--- config.mk ---
export PLATFORM = sky130hd
export DESIGN_NAME = mem_port_sequencer
export DESIGN_NICKNAME = d
export VERILOG_FILES = /design/src/rtl/mem_port_sequencer.sv
export SDC_FILE = /design/constraint.sdc
export NUM_CORES = 1
export LEC_CHECK = 0
export CORE_ASPECT_RATIO = 0.75
export CORE_MARGIN = 1
export CORE_UTILIZATION = 25
export DETAILED_ROUTE_END_ITERATION = 7
export GPL_TIMING_DRIVEN = 0
export HOLD_SLACK_MARGIN = 0.08
export PLACE_DENSITY = 0.65
export SETUP_SLACK_MARGIN = 0.3
export SYNTH_ARGS = -nofsm -noshare
export SYNTH_HDL_FRONTEND = slang
export SYNTH_SLANG_ARGS = --single-unit
--- constraint.sdc ---
create_clock -name clk -period 2.2 [get_ports clk]
set_input_delay 0.44 -clock clk [delete_from_list [all_inputs] [get_ports clk]]
set_output_delay 0.44 -clock clk [all_outputs]
set_load 0.01 [all_outputs]
--- src/rtl/mem_port_sequencer.sv ---
// Shares one single-ported memory between instruction fetch and data load/store.
// Each access takes WAIT+1 cycles, and the two requesters alternate when both are waiting.
module mem_port_sequencer #(
    parameter int DW   = 32,
    parameter int WAIT = 2
) (
    input  logic          clk,
    input  logic          rst_n,
    input  logic          if_req,
    input  logic [DW-1:0] if_addr,
    input  logic          rmem,
    input  logic          wmem,
    input  logic [DW-1:0] d_addr,
    input  logic [DW-1:0] d_wdata,
    input  logic [DW-1:0] mem_rdata,
    output logic          mem_en,
    output logic          mem_we,
    output logic [DW-1:0] mem_addr,
    output logic [DW-1:0] mem_wdata,
    output logic          if_ack,
    output logic [DW-1:0] if_rdata,
    output logic          d_ack,
    output logic [DW-1:0] d_rdata,
    output logic          stall,
    output logic [1:0]    state_dbg
);

    typedef enum logic [1:0] {
        IDLE   = 2'd0,
        IF_ACC = 2'd1,
        D_ACC  = 2'd2
    } state_t;

    localparam logic       GRANT_IF = 1'b0;
    localparam logic       GRANT_D  = 1'b1;
    localparam logic [3:0] CNT_LOAD = 4'(WAIT);

    state_t        state;
    state_t        state_nxt;
    logic [3:0]    cnt;
    logic          last_grant;
    logic [DW-1:0] lat_addr;
    logic [DW-1:0] lat_wdata;
    logic          lat_we;

    logic d_req;
    logic if_elig;
    logic d_elig;
    logic load_if;
    logic load_d;
    logic acc_done;

    // Valid/ready: a request is held until its ack pulse; the ack cycle masks it
    // so a still-high request is not mistaken for a new one.
    always_comb begin
        d_req     = rmem | wmem;
        if_elig   = if_req & ~if_ack;
        d_elig    = d_req & ~d_ack;
        acc_done  = (state != IDLE) && (cnt == 4'd0);
        load_if   = 1'b0;
        load_d    = 1'b0;
        state_nxt = state;
        case (state)
            IDLE: begin
                if (d_elig && (!if_elig || last_grant == GRANT_IF)) begin
                    load_d = 1'b1;
                end else if (if_elig) begin
                    load_if = 1'b1;
                end
            end
            IF_ACC: begin
                if (acc_done) begin
                    if (d_elig) begin
                        load_d = 1'b1;
                    end else begin
                        state_nxt = IDLE;
                    end
                end
            end
            D_ACC: begin
                if (acc_done) begin
                    if (if_elig) begin
                        load_if = 1'b1;
                    end else begin
                        state_nxt = IDLE;
                    end
                end
            end
            default: state_nxt = IDLE;
        endcase
        if (load_d) begin
            state_nxt = D_ACC;
        end else if (load_if) begin
            state_nxt = IF_ACC;
        end
    end

    always_ff @(posedge clk or negedge rst_n) begin
        if (!rst_n) begin
            state      <= IDLE;
            cnt        <= 4'd0;
            last_grant <= GRANT_IF;
            lat_addr   <= '0;
            lat_wdata  <= '0;
            lat_we     <= 1'b0;
            if_ack     <= 1'b0;
            d_ack      <= 1'b0;
            if_rdata   <= '0;
            d_rdata    <= '0;
        end else begin
            state  <= state_nxt;
            if_ack <= 1'b0;
            d_ack  <= 1'b0;
            if (acc_done && state == IF_ACC) begin
                if_rdata <= mem_rdata;
                if_ack   <= 1'b1;
            end
            if (acc_done && state == D_ACC) begin
                if (!lat_we) begin
                    d_rdata <= mem_rdata;
                end
                d_ack <= 1'b1;
            end
            // A new grant reloads everything; otherwise count down the access.
            if (load_if) begin
                lat_addr   <= if_addr;
                lat_wdata  <= '0;
                lat_we     <= 1'b0;
                cnt        <= CNT_LOAD;
                last_grant <= GRANT_IF;
            end else if (load_d) begin
                lat_addr   <= d_addr;
                lat_wdata  <= d_wdata;
                lat_we     <= wmem;
                cnt        <= CNT_LOAD;
                last_grant <= GRANT_D;
            end else if (state != IDLE && cnt != 4'd0) begin
                cnt <= cnt - 4'd1;
            end
        end
    end

    // Memory outputs are gated by state so they drop to zero the moment reset hits.
    always_comb begin
        mem_en    = (state != IDLE);
        mem_we    = mem_en & lat_we;
        mem_addr  = mem_en ? lat_addr : '0;
        mem_wdata = mem_en ? lat_wdata : '0;
        stall     = if_elig | d_elig;
        state_dbg = state;
    end

endmodule

==> impl_metrics.json <==
{
  "outcome": "finished with violations",
  "violations": "negative setup slack",
  "clk_pin_slew_ns": 0.06,
  "start_kind": "flop",
  "drive_above_1_share_pct": 41.8,
  "gp_congestion": 0.767,
  "max_freq_mhz": 444,
  "num_vias": 5036,
  "synthCells": 441,
  "internal_power_w": 0.0119,
  "layout_min_cycle_time_ns": 2.25,
  "grt_pass1_vias": 5321,
  "drtIter0Drc": 168,
  "cp_max_fo": 5,
  "p_leak_nw": 5.26,
  "clk_latency_ns": 0.41,
  "num_io_pins": 268,
  "setup-violations-final": 82,
  "fp.dieH_um": 137,
  "cap_viol_max_count": 0,
  "fill_cells": 2058,
  "slew_violations": 0,
  "die-area_um2": 24800,
  "htree_levels": 4,
  "syn_nets": 575,
  "p_per_area_nw_per_um2": 1540,
  "grt_pass1_wl_mm": 31.4,
  "post-route-period-util_pct": 102,
  "globalRouteTotalUtil_pct": 17.0,
  "rsz0062_at_grt": "yes",
  "ys_top_cells_by_area": "dfrtp_1 (57%), mux2_4 (7.2%), and2_1 (7.0%)",
  "grt_max_degree": 77,
  "yosys_warnings": 0,
  "synth.top_cell.area_share_pct": 57.1,
  "ant_nets": 0,
  "port_buffers": 267,
  "clkPwrFrac_pct": 14.6,
  "cp.arrival_ns": 2.54,
  "synth-seq-area-share_pct": 57.1,
  "core_um2": 23400,
  "wl_per_cell_um": 19.0,
  "fin_area_um2": 11300,
  "post-place-ws_ns": -0.918,
  "dr.pass1.iters": 6,
  "via_per_inst": 4.57,
  "fin_ws_ns": -0.0534,
  "ir_drop_mv": 0.606,
  "p_switching_w": 0.00557,
  "areaGrowthSynthToFinish_pct": 87.3,
  "place_hpwl_mm": 13.3,
  "final_util_pct": 48.4,
  "ys_types": 35,
  "skew_ns": 0.00831,
  "power_w": 0.0175,
  "fp-row-count": 48,
  "ys.flop_type": "dfrtp_1",
  "tightestPinTransition_ns": 0.793,
  "cts_buffers": 17,
  "syn_avg_cell_area_um2": 13.7,
  "wl_mm": 20.9,
  "hold_class": "in2reg",
  "antenna_found_initial": 0,
  "die_x_um": 182,
  "worst-setup-path-type": "reg2reg",
  "cts_root_buf": "clkbuf_16",
  "tns_ns": -2.24,
  "synthArstFlopShare_pct": 100,
  "yosysTopAreaCell": "dfrtp_1",
  "grt-ovfl-total": 0,
  "nNetsFinal": 927,
  "sw_frac_of_total_pct": 31.9,
  "cts_buffer_depth": 2,
  "required_ns": 2.49,
  "drc": 0,
  "cp-end-kind": "flop",
  "cts_tree": "yes",
  "cts.sinks": 138,
  "hold_viol_final": 0,
  "syn-cell-area_um2": 6040,
  "p_seq_share_pct": 25.4,
  "synth-edff-count": 0,
  "placed_area_um2": 9250,
  "slew_headroom_pct": 47.0,
  "ys_ff_latch": 138,
  "p_comb_share_pct": 60.0,
  "antenna_cells": 0,
  "initial_core_util_pct": 25.9
}
==> path summary, 6_finish.rpt <==
check / to / start / depth (start not counted) / slack [ns]
setup / recovery: lat_wdata[16] / cnt[1] / 10 / -0.05
hold / removal: lat_we / wmem / 2 / 0.48
setup reg to reg: lat_wdata[16] / cnt[1] / 10 / -0.05
hold reg to reg: if_rdata[21] / if_rdata[21] / 1 / 0.51
max in group asynchronous: d_rdata[5] / rst_n / 3 / 0.78
min in group asynchronous: lat_wdata[12] / rst_n / 2 / 0.60
==> per-stage QoR <==
step | hold WS [ns] | instances
final | 0.477 | 1101
after global routing | 0.457 | 1101
after CTS | 0.438 | 1091
after detailed placement | 0.467 | 1009
after global placement | 0.468 | 1008
after floorplan | 0.144 | 441
==> synthesized netlist by cell type (3+ instances only) <==
cell	count
dfrtp_1	138
and2_1	68
mux2_1	35
a22o_1	33
a221o_1	32
and3_1	32
mux2_4	29
clkbuf_1	16
buf_6	12
nand2_1	5
buf_2	4
buf_4	4
nand2b_1	3
nor2_1	3
o21bai_1	3
==> logic make-up (layout without fill, tap and decap cells) <==
| family | Yosys count | count (layout) | share of synthesized area (%) |
|---|---|---|---|
| flops | 138 | 138 | 57.1 |
| simple gates | 122 | 122 | 12.8 |
| xor+xnor | 2 | 2 | 0.290 |
| fa+ha+maj | 1 | 1 | 0.207 |
| buf+inv | 39 | 398 | 4.24 |
| compound gates | 75 | 76 | 11.6 |
| mux | 64 | 64 | 13.7 |
==> critical path, stage by stage (launching register included) <==
cell and delay (ns):
dfrtp_1 0.39, inv_2 0.08, ha_4 0.13, or3b_1 0.35, buf_6 0.15, buf_6 0.11, a21oi_4 0.22, o21ai_4 0.14
buf_6 0.19, clkbuf_16 0.15, a22o_1 0.21
==> sequential cells by signal, indices dropped and copies added (netlist names) <==
name and cells:
cnt 4, d_ack 1, d_rdata 32, if_ack 1, if_rdata 32, last_grant 1, lat_addr 32, lat_wdata 32
lat_we 1, state_dbg 2
==> routing by layer <==
metal,wire length (µm),global-route usage [%]
met5,0,0
met4,272,5.18
met3,1650,6.17
met2,9520,26.0
met1,9490,22.5
==> cell usage in the layout (no fill, tap or decap), drive strengths merged, types with 5 or more instances in the layout <==
cell type	count
clkbuf	44
nand2	5
mux2	64
dfrtp	138
and3	32
a221o	32
clkdlybuf4s50	196
a22o	33
and2	68
buf	147
==> cell type report <==
type	instances	area [µm²]	area share (%)
inverter	3	11.3	0.0995
sequential	138	3460	30.5
tap	300	375	3.32
clock inverter	3	17.5	0.155
timing repair buffer	332	3680	32.5
buffer	36	593	5.24
clock buffer	24	492	4.34
multi-input combinational	265	2700	23.8
==> power by group through the flow <==
stage / clock (W) / sequential (W) / combinational (W)
floorplan: 0 / 0.00458 / 0.00360
global placement: 0 / 0.00442 / 0.00732
detailed placement: 0 / 0.00442 / 0.00738
CTS: 0.00265 / 0.00442 / 0.00985
global route: 0.00275 / 0.00459 / 0.0111
finish: 0.00255 / 0.00444 / 0.0105
==> timing repair <==
item	in CTS	in global routing
hold buffers	1	0
cloned	20	5
hold endpoints to repair	62	0
resized for setup	472	63
buffers inserted	34	5
pin swaps	97	18
setup endpoints to repair	205	203
Power figures use the tool's default switching activity.
